==> config.mk <==
export PLATFORM = sky130hd
export DESIGN_NAME = factor_sequencer_flat
export DESIGN_NICKNAME = d
export VERILOG_FILES = /design/src/rtl/factor_sequencer_pkg.sv /design/src/rtl/factor_sequencer_if.sv /design/src/rtl/factor_sequencer_next_set_bit.sv /design/src/rtl/factor_sequencer.sv /design/src/flat_wrapper.sv
export SDC_FILE = /design/constraint.sdc
export NUM_CORES = 1
export LEC_CHECK = 0
export ABC_AREA = 1
export CAP_MARGIN = 20
export CELL_PAD_IN_SITES_DETAIL_PLACEMENT = 0
export CELL_PAD_IN_SITES_GLOBAL_PLACEMENT = 2
export CORE_MARGIN = 2
export CORE_UTILIZATION = 40
export CTS_BUF_LIST = sky130_fd_sc_hd__clkbuf_2 sky130_fd_sc_hd__clkbuf_4 sky130_fd_sc_hd__clkbuf_8
export DETAILED_ROUTE_END_ITERATION = 8
export DONT_BUFFER_PORTS = 1
export HOLD_SLACK_MARGIN = 0.08
export PLACE_DENSITY_LB_ADDON = 0.1
export SLEW_MARGIN = 20
export SYNTH_ARGS = -nofsm -noshare
export SYNTH_HDL_FRONTEND = slang
export SYNTH_SLANG_ARGS = --single-unit
==> constraint.sdc <==
create_clock -name clk -period 2.9 [get_ports clk]
set_input_delay 0.29 -clock clk [delete_from_list [all_inputs] [get_ports clk]]
set_output_delay 0.29 -clock clk [all_outputs]
set_load 0.1 [all_outputs]
==> src/rtl/factor_sequencer_pkg.sv <==
// Shared types and constants for the factor display sequencer.
// Mode encodings, FSM state type and width helpers used by the RTL and the bench.
package factor_seq_pkg;

  localparam logic [1:0] MODE_AUTO   = 2'b00;
  localparam logic [1:0] MODE_MANUAL = 2'b01;
  localparam logic [1:0] MODE_FREEZE = 2'b10;

  typedef enum logic [1:0] {
    IDLE  = 2'd0,
    SHOW  = 2'd1,
    BLANK = 2'd2
  } state_t;

  // Digit values run 1..num_factors+1, so num_factors+2 distinct codes including 0.
  function automatic int digit_width(input int num_factors);
    return $clog2(num_factors + 2);
  endfunction

  function automatic int max2(input int a, input int b);
    return (a > b) ? a : b;
  endfunction

  function automatic int cnt_width(input int dwell, input int blank);
    return $clog2(max2(dwell, blank) + 1);
  endfunction

endpackage

==> src/rtl/factor_sequencer_if.sv <==
// Bundle between the factorizer-side driver and the display sequencer.
// Signal names keep the factorizer's _i/_o naming as seen from the sequencer.
import factor_seq_pkg::*;

interface factor_sequencer_if #(
  parameter int NUM_FACTORS = 8,
  parameter int DIGIT_W     = digit_width(NUM_FACTORS)
);
  logic [NUM_FACTORS-1:0] factors_i;
  logic                   factors_valid_i;
  logic [1:0]             mode_i;
  logic                   step_i;
  logic [DIGIT_W-1:0]     digit_o;
  logic                   digit_valid_o;
  logic                   wrap_o;

  modport master (
    output factors_i, factors_valid_i, mode_i, step_i,
    input  digit_o, digit_valid_o, wrap_o
  );

  modport slave (
    input  factors_i, factors_valid_i, mode_i, step_i,
    output digit_o, digit_valid_o, wrap_o
  );
endinterface

==> src/rtl/factor_sequencer_next_set_bit.sv <==
// Combinational priority finder: lowest set bit of vec strictly above index from.
// Single-level search, no iteration over clock cycles.
module next_set_bit #(
  parameter int WIDTH = 9,
  parameter int IDX_W = (WIDTH > 1) ? $clog2(WIDTH) : 1
) (
  input  logic [WIDTH-1:0] vec,
  input  logic [IDX_W-1:0] from,
  output logic [IDX_W-1:0] idx,
  output logic             found
);

  // Scanning downward lets the lowest qualifying bit overwrite any higher one.
  always_comb begin
    idx   = '0;
    found = 1'b0;
    for (int i = WIDTH - 1; i >= 0; i--) begin
      if (vec[i] && (IDX_W'(i) > from)) begin
        idx   = IDX_W'(i);
        found = 1'b1;
      end
    end
  end

endmodule

==> src/rtl/factor_sequencer.sv <==
// Display sequencer: shows 1 then each factor in the snapshot mask, with dwell/blank timing.
// All outputs registered; digit changes one cycle after restart, step or terminal count.
module factor_sequencer
  import factor_seq_pkg::*;
#(
  parameter int NUM_FACTORS  = 8,
  parameter int DWELL_CYCLES = 10_000_000,
  parameter int BLANK_CYCLES = 0,
  parameter int DIGIT_W      = digit_width(NUM_FACTORS)
) (
  input  logic         clk,
  input  logic         rst_n,
  factor_sequencer_if.slave bus
);

  localparam int VEC_W = NUM_FACTORS + 1;
  localparam int IDX_W = $clog2(VEC_W);
  localparam int CNT_W = cnt_width(DWELL_CYCLES, BLANK_CYCLES);

  localparam logic [CNT_W-1:0] DWELL_LAST = CNT_W'(DWELL_CYCLES - 1);
  localparam logic [CNT_W-1:0] BLANK_LAST = (BLANK_CYCLES > 0) ? CNT_W'(BLANK_CYCLES - 1) : '0;
  localparam logic             HAS_BLANK  = (BLANK_CYCLES > 0);

  state_t                 state;
  logic [NUM_FACTORS-1:0] snap;
  logic [CNT_W-1:0]       cnt;

  logic             is_manual;
  logic             is_freeze;
  logic             restart;
  logic [VEC_W-1:0] search_vec;
  logic [IDX_W-1:0] cur_pos;
  logic [IDX_W-1:0] nxt_idx;
  logic             nxt_found;
  logic [DIGIT_W-1:0] nxt_digit;

  assign is_manual = (bus.mode_i == MODE_MANUAL);
  assign is_freeze = (bus.mode_i == MODE_FREEZE);
  assign restart   = (state == IDLE) || (bus.factors_i != snap);

  // Position p in search_vec stands for digit p+1; position 0 is the trivial factor 1.
  assign search_vec = {snap, 1'b0};
  assign cur_pos    = IDX_W'(bus.digit_o - 1'b1);

  next_set_bit #(
    .WIDTH (VEC_W),
    .IDX_W (IDX_W)
  ) u_next (
    .vec   (search_vec),
    .from  (cur_pos),
    .idx   (nxt_idx),
    .found (nxt_found)
  );

  assign nxt_digit = nxt_found ? (DIGIT_W'(nxt_idx) + 1'b1) : DIGIT_W'(1);

  always_ff @(posedge clk or negedge rst_n) begin
    if (!rst_n) begin
      state             <= IDLE;
      snap              <= '0;
      cnt               <= '0;
      bus.digit_o       <= '0;
      bus.digit_valid_o <= 1'b0;
      bus.wrap_o        <= 1'b0;
    end else begin
      bus.wrap_o <= 1'b0;
      if (!bus.factors_valid_i) begin
        state             <= IDLE;
        cnt               <= '0;
        bus.digit_o       <= '0;
        bus.digit_valid_o <= 1'b0;
      end else if (is_freeze) begin
        // Hold everything; a mask change seen here becomes a restart once freeze ends.
        state <= state;
      end else if (restart) begin
        snap              <= bus.factors_i;
        state             <= SHOW;
        cnt               <= '0;
        bus.digit_o       <= DIGIT_W'(1);
        bus.digit_valid_o <= 1'b1;
      end else begin
        case (state)
          SHOW: begin
            if (is_manual) begin
              cnt <= '0;
              if (bus.step_i) begin
                bus.digit_o       <= nxt_digit;
                bus.digit_valid_o <= 1'b1;
                bus.wrap_o        <= !nxt_found;
              end
            end else if (cnt == DWELL_LAST) begin
              cnt <= '0;
              if (HAS_BLANK) begin
                state             <= BLANK;
                bus.digit_valid_o <= 1'b0;
              end else begin
                bus.digit_o       <= nxt_digit;
                bus.digit_valid_o <= 1'b1;
                bus.wrap_o        <= !nxt_found;
              end
            end else begin
              cnt <= cnt + 1'b1;
            end
          end
          BLANK: begin
            if (is_manual || (cnt == BLANK_LAST)) begin
              state             <= SHOW;
              cnt               <= '0;
              bus.digit_o       <= nxt_digit;
              bus.digit_valid_o <= 1'b1;
              bus.wrap_o        <= !nxt_found;
            end else begin
              cnt <= cnt + 1'b1;
            end
          end
          default: begin
            state <= IDLE;
            cnt   <= '0;
          end
        endcase
      end
    end
  end

endmodule

==> src/flat_wrapper.sv <==
// flat-port wrapper written by rule: the top's interface ports become plain ports
module factor_sequencer_flat import factor_seq_pkg::*;
#(
  parameter int NUM_FACTORS  = 8,
  parameter int DWELL_CYCLES = 10_000_000,
  parameter int BLANK_CYCLES = 0,
  parameter int DIGIT_W      = digit_width(NUM_FACTORS)
)
  (clk, rst_n, bus_factors_i, bus_factors_valid_i, bus_mode_i, bus_step_i, bus_digit_o, bus_digit_valid_o, bus_wrap_o);
  factor_sequencer_if #(.NUM_FACTORS(NUM_FACTORS), .DIGIT_W(DIGIT_W)) bus_i ();
  input  logic clk;
  input  logic rst_n;
  input wire logic [$bits(bus_i.factors_i)-1:0] bus_factors_i;
  input wire logic [$bits(bus_i.factors_valid_i)-1:0] bus_factors_valid_i;
  input wire logic [$bits(bus_i.mode_i)-1:0] bus_mode_i;
  input wire logic [$bits(bus_i.step_i)-1:0] bus_step_i;
  output wire logic [$bits(bus_i.digit_o)-1:0] bus_digit_o;
  output wire logic [$bits(bus_i.digit_valid_o)-1:0] bus_digit_valid_o;
  output wire logic [$bits(bus_i.wrap_o)-1:0] bus_wrap_o;
  assign bus_i.factors_i = bus_factors_i;
  assign bus_i.factors_valid_i = bus_factors_valid_i;
  assign bus_i.mode_i = bus_mode_i;
  assign bus_i.step_i = bus_step_i;
  assign bus_digit_o = bus_i.digit_o;
  assign bus_digit_valid_o = bus_i.digit_valid_o;
  assign bus_wrap_o = bus_i.wrap_o;
  factor_sequencer #(.NUM_FACTORS(NUM_FACTORS), .DWELL_CYCLES(DWELL_CYCLES), .BLANK_CYCLES(BLANK_CYCLES), .DIGIT_W(DIGIT_W)) u_core (.clk(clk), .rst_n(rst_n), .bus(bus_i));
endmodule
== Word-level counts from Yosys, hierarchy flattened ==
Cells that the tools add are included.

* Register bits: 40
* Bits in latches: 0
* Memory bits (writable): 0
* Bits in read-only memories: 0
* Input bits: 14
* Output and inout bits: 6
* Logic and storage cells: 99
* Memories: 0

* Add/sub/neg operators: 3
* $mul: 0
* Divide/modulo/power cells: 0
* Order comparisons: 8
* Eq/ne operators: 12
* Shifts and indexed selects: 0
* Mux-type cells: 53
* Bitwise operators: 1
* Reductions and logical operators: 16

{| class="wikitable"
|+ Operators with widths
! cell !! count
|-
| 24-bit 2-to-1 mux || 6
|-
| 4-bit 2-to-1 mux || 16
|-
| 24-bit case mux with 2 select lines || 1
|-
| 24-bit by 1-bit adder with 24-bit output (second input constant) || 1
|-
| 24-bit equality test (second input constant) || 1
|-
| 24-bit zero test || 1
|-
| 1-bit 2-to-1 mux || 22
|-
| 3-bit by 4-bit greater-than comparator with 1-bit output (first input constant) || 4
|-
| 2-bit by 4-bit greater-than comparator with 1-bit output (first input constant) || 2
|-
| 1-bit logical AND || 8
|-
| 2-bit 2-to-1 mux || 4
|-
| 8-bit inequality test || 1
|-
| 4-bit case mux with 2 select lines || 1
|-
| 3-bit AND reduction || 2
|-
| 5-bit by 2-bit inequality test with 1-bit output (second input constant) || 1
|-
| 5-bit inequality test (second input constant) || 1
|-
| 5-bit AND reduction || 1
|-
| 4-bit by 1-bit adder with 4-bit output (second input constant) || 1
|-
| 2-bit by 1-bit equality test with 1-bit output (second input constant) || 2
|-
| 2-bit equality test (second input constant) || 2
|-
| 1-bit by 4-bit greater-than comparator with 1-bit output (first input constant) || 1
|-
| 4-bit greater-than comparator (first input constant) || 1
|-
| 4-bit by 1-bit inequality test with 1-bit output (second input constant) || 1
|-
| 4-bit by 2-bit inequality test with 1-bit output (second input constant) || 1
|-
| 9 further kinds || 11
|}

== Logic depth before layout (Yosys ltp) ==
Gate-level depths: netlist of the first run.

* Depth after elaboration: 19
* Gate-level depth with buffers: 17
* Depth with buffers taken out: 17

== Hierarchy ==
A second synthesis of the first run with hierarchy kept.

* Cell total of the unflattened synthesis: 386
* Area, all modules: 2631.3 µm²

{| class="wikitable"
|+ By module, submodules not included
! module !! instances !! cells an instance !! area each (µm²) !! seq. area each (µm²)
|-
| factor_sequencer || 1 || 347 || 2432.3 || 975.9
|-
| next_set_bit || 1 || 39 || 198.9 || 0.0
|}

== Least setup slack after synthesis of the first run ==
No wires, ideal clock.

* Path kind: register -> register
* Start point: reg u_core.bus.digit_o[0]
* End point: reg u_core.bus.digit_o[2]
* Arrival: 2.524 ns
* Data required time: 2.780 ns
* Slack: 0.256 ns
* Stages on the path, launching flop included: 17
* Path buffers: 0
* Clock period less this slack: 2.644 ns
* Path through: dfrtp_1 inv_1 ha_1 nor2_1 nand3_1 nand2_1 inv_1 nand3_1 nand2_1 nand2_1 nand2_1 nand2_1 nand2_1 ha_1 xor2_1 nand2_1 nand2_1

* Longest elaborated chain between the ends: 18
* Elaborated cells between the ends (all ways): 42
* Classes of those cells: add/sub (2); order compare (8); mux (24); reduce/logical (8)

{| class="wikitable"
|+ Ends and longest elaborated chain
! item !! line !! source
|-
| start: declaration || factor_sequencer_if.sv:24 || <nowiki>output digit_o, digit_valid_o, wrap_o</nowiki>
|-
| start signal: assignment || factor_sequencer.sv:87 || <nowiki>bus.digit_o <= nxt_digit;</nowiki>
|-
| start signal: assignment || factor_sequencer.sv:97 || <nowiki>bus.digit_o <= nxt_digit;</nowiki>
|-
| start signal: assignment || factor_sequencer.sv:109 || <nowiki>bus.digit_o <= nxt_digit;</nowiki>
|-
| 4-bit by 1-bit subtractor with 4-bit output (*) || factor_sequencer.sv:43 || <nowiki>assign cur_pos = IDX_W'(bus.digit_o - 1'b1);</nowiki>
|-
| 3-bit by 4-bit greater-than comparator with 1-bit output or 4-bit greater-than comparator (tied branches) || factor_sequencer_next_set_bit.sv:18 || <nowiki>if (vec[i] && (IDX_W'(i) > from)) begin</nowiki>
|-
| 1-bit logical AND || factor_sequencer_next_set_bit.sv:18 ||
|-
| 4-bit 2-to-1 mux or 1-bit 2-to-1 mux (tied branches) (7 in a row) || factor_sequencer_next_set_bit.sv:18 ||
|-
| 4-bit by 1-bit adder with 4-bit output or 1-bit 2-to-1 mux (tied branches) || factor_sequencer.sv:55, factor_sequencer_next_set_bit.sv:18 ||
|-
| 4-bit 2-to-1 mux (*) || factor_sequencer.sv:55 || <nowiki>assign nxt_digit = nxt_found ? (DIGIT_W'(nxt_idx) + 1'b1) : DIGIT_W'(1);</nowiki>
|-
| 4-bit 2-to-1 mux (on tied branches) || factor_sequencer.sv:91, factor_sequencer.sv:86 ||
|-
| 4-bit 2-to-1 mux || factor_sequencer.sv:84 || <nowiki>if (is_manual) begin</nowiki>
|-
| 4-bit case mux with 2 select lines (*) || factor_sequencer.sv:82 || <nowiki>case (state)</nowiki>
|-
| 4-bit 2-to-1 mux (*) || factor_sequencer.sv:75 || <nowiki>end else if (restart) begin</nowiki>
|-
| 4-bit 2-to-1 mux (*) || factor_sequencer.sv:72 || <nowiki>end else if (is_freeze) begin</nowiki>
|-
| 4-bit 2-to-1 mux (*) || factor_sequencer.sv:67 || <nowiki>if (!bus.factors_valid_i) begin</nowiki>
|}

Every way passes the cells marked *; elsewhere a longest branch is shown, timed or not. The select of a mux whose other input is x is not followed.
A chain may end at the register's enable or synchronous reset.

== Worst setup path in the final report of the first run ==
Same ends and word-level chain as after synthesis.

==> results by group, run 1 <==
STA
  • Normalized max-slew margin: 0.407
  • Final-report setup violation count: 0
  • Setup TNS: 0 ps
  • RSZ-0062 raised after global routing: false
  • Final hold vios: 0
  • Max Clock Skew: 12.8 ps
  • Slew Viols, Final: 0
  • Final setup margin: between 800 and 900 ps
  • Slew at the pin closest to its max-slew limit: just under 900 ps
  • Final Critical Period: 2060 ps
  • FMAX: 485 MHz
  • Final period util: 0.711

Drt
  • Routed WL: ~6.7 mm
  • Drc violations: 0
  • Via-to-Cell Ratio: approximately 5.1
  • Drt pass-1 iters: 5
  • WL/cell: approximately 14 um
  • Vias: 2460
  • Final ANT Viol Nets: 0
  • Initial DRC Count: 105

Synthesis
  • Yosys warns: 0
  • Register area share after synthesis: 0.361
  • Yosys reg bits: 39
  • Syn avg cell area: 6.80 um^2
  • Syn Inst Count: 398
  • Synthesized net count: 416
  • Post-Syn Area: 2710 um^2
  • Synth cell types: 29

Critical path
  • Crit path max fanout: 5
  • Setup crit end kind: flop
  • Worst Setup Start Kind: flop
  • CP required: 3140 ps
  • Worst R2R Setup Slack: 840 ps
  • Worst R2R Start: u_core.bus.digit_o[0]
  • CP Class: reg -> reg
  • FF-to-FF End: u_core.bus.digit_o[2]
  • CP Data Arrival Time: about 2300 ps
  • Reg2Reg Depth: 13

Placed design
  • GPL Wtd Cong: ~0.80
  • Dpl hpwl: 5.36 mm
  • Port buffer count: 0
  • Dpl ws: 828 ps

Run status
  • Status: completed

Worst hold path
  • Hold Path Class: in -> reg
  • Hold Path Sink: u_core.snap[6]
  • Hold path cells: 2
  • Min-delay src: bus_factors_i[6]

Die
  • Row cnt: 29
  • Die area: 7440 um^2
  • Core box area: about 6500 um^2
  • Initial core utilization: 0.419
  • Die width: 86.3 um
  • Die height: 86.3 um
  • Boundary Pins: 20

Finish
  • Layout cell share with drive strength beyond 1: 0.117
  • Most frequent cells in the layout: nand2_1 (116), inv_1 (56), dfrtp_1 (39)
  • # nets final: 427
  • Diode count: 0
  • Area Growth Syn to Fin: 8.78%
  • Commonest non-fill, non-tap cell in the layout: nand2_1
  • Post-layout util: 0.456

Global route
  • GRT Overall Usage: 0.202
  • Vias in the first global route: 2504
  • GR Overflow Total: 0
  • First-pass GRT wire length: 11.8 mm
  • Largest net degree at the start of global routing: 40
  • Initial antenna violation count: 0

Power and ir drop
  • Total power draw: between 1 and 1.5 mW
  • Pwr/cell area: around 380 nW/um^2
  • Leakage: 1.43 nW
  • Max VDD drop: 0.219 mV

Job
  • Max-capacitance violation count: 0

Clocking
  • Postcts setup bufs: 0
  • Clk buf depth: 2
  • CTS tree: built
  • Root Buffer: clkbuf_8
  • Worst skew pair latency: 300 ps
  • H-Tree Depth: 2
  • Num CTS Buffers: 5
  • # clock sinks: 39
  • CTS clk-pin slew, worst paths: 80 ps
==> state kept, by name, indices dropped and copies added, names as in the netlist <==
name and count:
u_core.bus.digit_o 4, u_core.cnt 24, u_core.snap 8, u_core.bus.wrap_o 1, u_core.bus.digit_valid_o 1, u_core.state 1
==> metrics by stage <==
stage	hold WS [ps]	cell area (um^2)	cells
2_1_floorplan	-5.59	2710	398
3_3_place_gp	-4.76	2830	477
3_5_place_dp	-4.64	2830	477
4_1_cts	130	2940	487
5_1_grt	150	2940	487
6_report	136	2940	487
==> worst max-delay path: stages, from the launching register on <==
cell,delay [ps]
dfrtp_1,380
buf_4,240
ha_1,230
inv_1,50
nand2_1,70
nand3_1,80
nand2_1,70
a21oi_1,190
nand3_1,120
a31oi_1,160
ha_1,180
xor2_1,130
nand2_1,60
nand2_1,50
==> worst max path at each step <==
stage,startpoint,endpoint,slack [ps]
global route,u_core.bus.digit_o[0],u_core.bus.digit_o[2],590
finish,u_core.bus.digit_o[0],u_core.bus.digit_o[2],840
CTS,u_core.bus.digit_o[0],u_core.bus.digit_o[2],810
detailed placement,u_core.bus.digit_o[0],u_core.bus.digit_o[2],830
floorplan,u_core.bus.digit_o[0],u_core.bus.digit_o[2],260
global placement,u_core.bus.digit_o[0],u_core.bus.digit_o[2],850
==> power by group <==
part / total, mW / switching [mW] / internal, mW
Sequential: 0.585 / 0.0245 / 0.560
Combinational: 0.158 / 0.107 / 0.0511
Clock: 0.385 / 0.197 / 0.188
Total: 1.13 / 0.328 / 0.799
==> layer usage <==
layer / vias to the layer above / wire length [um] / GRT usage / part of all wire
met5: - / 0 / 0 / 0
met4: 0 / 135 / 0.0597 / 0.020
met3: 11 / 212 / 0.0305 / 0.032
met2: 41 / 3490 / 0.382 / 0.52
met1: 1117 / 2880 / 0.234 / 0.43
li1: 1291 / - / - / -
==> Yosys cell counts <==
| cell type | instances | share of area |
|---|---|---|
| xor2_1 | 11 | 0.036 |
| a21oi_1 | 2 | 0.0037 |
| nor2_4 | 3 | 0.012 |
| nand3_1 | 35 | 0.065 |
| nor2_2 | 6 | 0.014 |
| dfrtp_1 | 39 | 0.36 |
| nor3_2 | 4 | 0.015 |
| o21ai_2 | 2 | 0.0065 |
| nand2_2 | 12 | 0.028 |
| nand2_1 | 116 | 0.16 |
| buf_4 | 1 | 0.0028 |
| nor3_1 | 9 | 0.017 |
| inv_2 | 5 | 0.0069 |
| nand4_1 | 14 | 0.032 |
| xnor2_1 | 3 | 0.0097 |
| nand3b_1 | 2 | 0.0055 |
| clkbuf_1 | 2 | 0.0028 |
| clkinv_1 | 1 | 0.0014 |
| a21oi_2 | 1 | 0.0032 |
| o21ai_0 | 20 | 0.037 |
| inv_1 | 56 | 0.078 |
| o31ai_1 | 2 | 0.0055 |
| nor3b_1 | 1 | 0.0028 |
| ha_1 | 4 | 0.018 |
| o22ai_1 | 7 | 0.016 |
| nor2_1 | 37 | 0.051 |
| a31oi_1 | 1 | 0.0023 |
| nand3_2 | 1 | 0.0037 |
| o211ai_1 | 1 | 0.0028 |
==> repair_timing <==
item,CTS,global route
hold buffers,2,0
endpoints found under the hold margin,39,0
resized for setup,0,0
==> area by class of cell <==
cell class,count,area [um^2]
Tap cell,77,96.3
Timing Repair Buffer,7,67.6
Multi-Input combinational cell,294,1480
Clock inverter,1,5.00
Clock buffer,7,83.8
Fill cell,687,3510
Sequential cell,39,976
Inverter,62,233
==> logic make-up after synthesis <==
group,after synthesis,share of synthesized area
AO/OA/AOI/OAI,36,0.0772
XOR/XNOR,14,0.0453
adder cells (fa/ha/maj),4,0.0185
buffers and inverters,65,0.0915
flip-flops,39,0.361
AND/OR/NAND/NOR,240,0.407
(Power assumes the default switching activity.)
==> inputs of run 2 (changes only) <==
--- a/config.mk
+++ b/config.mk
@@ -10,7 +10,7 @@
 export CELL_PAD_IN_SITES_DETAIL_PLACEMENT = 0
 export CELL_PAD_IN_SITES_GLOBAL_PLACEMENT = 2
 export CORE_MARGIN = 2
-export CORE_UTILIZATION = 40
+export CORE_UTILIZATION = 37
 export CTS_BUF_LIST = sky130_fd_sc_hd__clkbuf_2 sky130_fd_sc_hd__clkbuf_4 sky130_fd_sc_hd__clkbuf_8
 export DETAILED_ROUTE_END_ITERATION = 8
 export DONT_BUFFER_PORTS = 1
==> constraint.sdc (replaced) <==
create_clock -name clk -period 2 [get_ports clk]
set_input_delay 0.2 -clock clk [delete_from_list [all_inputs] [get_ports clk]]
set_output_delay 0.2 -clock clk [all_outputs]
set_load 0.1 [all_outputs]
==> run 2 against run 1 <==
- clock power increased by 83%
- count of clock-buffer cells in the layout shrank 1
- power is 63% higher
- core utilization shrank 0.40 points
- largest cell class unchanged
- largest power group unchanged
==> results by group, run 2 (synthesis gave the netlist of run 1 again) <==
Die
  • Die height: 89.5 um (+3.8%)
  • Die width: 89.5 um (+3.8%)
  • Die area: 8010 um^2 (+7.7%)
  • Initial core utilization: 0.377 (-0.0419)
  • Core box area: 7180 um^2 (+11%)
  • Row cnt: 31 (+6.9%)
  • Boundary Pins: 20 (unchanged)

Global route
  • First-pass GRT wire length: 11.7 mm (-1.2%)
  • GRT Overall Usage: 0.191 (-0.0108)
  • Met2 Use GR: 0.369 (-0.0129)
  • Largest net degree at the start of global routing: 40 (unchanged)
  • M1 GR Usage: 0.218 (-0.0163)
  • GR Overflow Total: 0 (unchanged)
  • Grt peak-use layer: met2
  • Grt met3 use: 0.0295 (-0.000929)
  • Initial antenna violation count: 0 (unchanged)
  • Vias in the first global route: 2490 (-0.56%)

Placed design
  • GPL Wtd Cong: 0.827 (+3.3%)
  • Dpl hpwl: 5.44 mm (+1.7%)
  • Port buffer count: 0 (unchanged)
  • Dpl cell area: 2920 um^2 (+3.3%)

STA
  • FMAX: 506 MHz (+4.3%)
  • Final Critical Period: 1980 ps (-84.9 ps)
  • Final hold vios: 0 (unchanged)
  • RSZ-0062 raised after global routing: true
  • Normalized max-slew margin: 0.706 (+0.299)
  • Slew at the pin closest to its max-slew limit: 439 ps (-450 ps)
  • Final period util: 0.988 (+0.277)
  • Setup TNS: 0 ps (unchanged)
  • Final-report setup violation count: 0 (unchanged)
  • Slew Viols, Final: 0 (unchanged)
  • Hold_ws: 98.8 ps (-37.5 ps)
  • Max Clock Skew: 14.4 ps (+1.57 ps)

Power and ir drop
  • Max VDD drop: 0.242 mV (+10%)
  • Pwr/cell area: 567 nW/um^2 (+48%)
  • Total power draw: 1.84 mW (+63%)
  • Leakage: 1.52 nW (+6.8%)

Clocking
  • Clk buf depth: 2 (unchanged)
  • Num CTS Buffers: 5 (unchanged)
  • Worst skew pair latency: 300 ps (about the same)
  • CTS clk-pin slew, worst paths: 90 ps (about the same)
  • # clock sinks: 39 (unchanged)
  • CTS tree: built
  • Root Buffer: clkbuf_8
  • H-Tree Depth: 2 (unchanged)

Finish
  • Multi-input logic area: 1550 um^2 (+4.8%)
  • Fillers: 768 (+12%)
  • # nets final: 444 (+4.0%)
  • Area Growth Syn to Fin: 19.8%
  • FF/Latch Area: 986 um^2 (+1.0%)
  • Diode count: 0 (unchanged)
  • Design area: 3240 um^2 (+10%)
  • Max reg flops: 24 (unchanged)
  • Top flop regs: u_core.cnt x24, u_core.snap x8, u_core.bus.digit_o x4
  • Commonest non-fill, non-tap cell in the layout: nand2_1
  • Post-layout util: 0.452 (-0.00404)
  • Layout cell share with drive strength beyond 1: 0.192 (+0.0750)
  • Top reg by flops: u_core.cnt
  • Most frequent cells in the layout: nand2_1 (107), inv_1 (52), nor2_1 (36)

Run status
  • Status: completed

Critical path
  • CP required: 2240 ps (-900 ps)
  • Worst Setup Start Kind: flop
  • FF-to-FF End: u_core.bus.digit_o[2]
  • Crit path max fanout: 5 (unchanged)
  • Worst R2R Setup Slack: 20 ps (-820 ps)
  • Setup crit end kind: flop
  • Reg2Reg Depth: 12 (-1)
  • CP Data Arrival Time: 2220 ps (-80 ps)
  • CP Class: reg -> reg
  • Worst R2R Start: u_core.bus.digit_o[0]

Worst hold path
  • Hold path cells: 2 (unchanged)
  • Min-delay src: bus_factors_i[7]
  • Hold Path Sink: u_core.snap[7]
  • Hold Path Class: in -> reg

Drt
  • WL/cell: 13.7 um (-0.57%)
  • Initial DRC Count: 75 (-29%)
  • Drt pass-1 iters: 4 (-1)
  • Vias: 2522 (+2.5%)
  • Drc violations: 0 (unchanged)
  • Via-to-Cell Ratio: 4.79 (-5.1%)
  • Final ANT Viol Nets: 0 (unchanged)
  • Routed WL: 7.21 mm (+7.4%)

Job
  • Max-capacitance violation count: 0 (unchanged)
[run 2: cell types whose count changed in the layout (fill, tap and decap cells not counted), sizes merged]
cell         delta
bufinv          +1
clkbuf          -1
dlygate4sd3     +7
buf            +10
[run 2: timing repair]
item                       CTS  global route
hold endpoints to repair    46             0
resized for setup            0            17
hold buffers                 9             0
setup buffers                0             6
pin swaps                    1            11
setup endpoints to repair    1             6
[run 2: worst max-delay path by stage]
| stage | start | to | slack, ps |
|---|---|---|---|
| 5_1_grt | u_core.bus.digit_o[0] | u_core.bus.digit_o[2] | -70 |
| 2_1_floorplan | u_core.bus.digit_o[0] | u_core.bus.digit_o[1] | -50 |
| 6_report | u_core.bus.digit_o[0] | u_core.bus.digit_o[2] | 20 |
| 3_3_place_gp | u_core.bus.digit_o[0] | u_core.bus.digit_o[2] | 40 |
| 3_5_place_dp | u_core.bus.digit_o[0] | u_core.bus.digit_o[2] | 2 |
| 4_1_cts | u_core.bus.digit_o[0] | u_core.bus.digit_o[2] | 7 |
[run 2: cell type report]
type	instances	share of cell area
multi-input cells	294	0.479
clock buffers	6	0.0255
inverters	62	0.0741
well taps	99	0.0382
flip-flops and latches	39	0.304
repair buffers	24	0.0679
clock inverters	2	0.0108
[run 2: routing by layer]
layer,vias up,routed length (um)
met3,4,149
met2,25,3840
met5,-,0
met1,1167,3170
li1,1326,-
met4,0,48
[run 2: worst max-delay path, stage by stage, from the launching register on]
cell	delay [ps]
dfrtp_4	520
inv_4	90
ha_4	160
nand2_4	70
nand3_2	70
nand2_2	60
a21oi_2	170
nand3_1	110
a31oi_1	210
ha_2	200
xor2_1	150
nand2_1	70
nand2_1	50
[run 2: report_power, final]
part	internal, mW	total, mW	switching [mW]
clock network	0.404	0.704	0.299
logic	0.107	0.294	0.187
registers	0.813	0.841	0.0274
[run 2: metrics by stage]
step / std cells / worst slack, ps
after floorplan: 398 / -49.8
after global placement: 503 / 37.9
after detailed placement: 503 / 2.00
after CTS: 520 / 6.75
after global routing: 526 / -71.5
final: 526 / 24.1
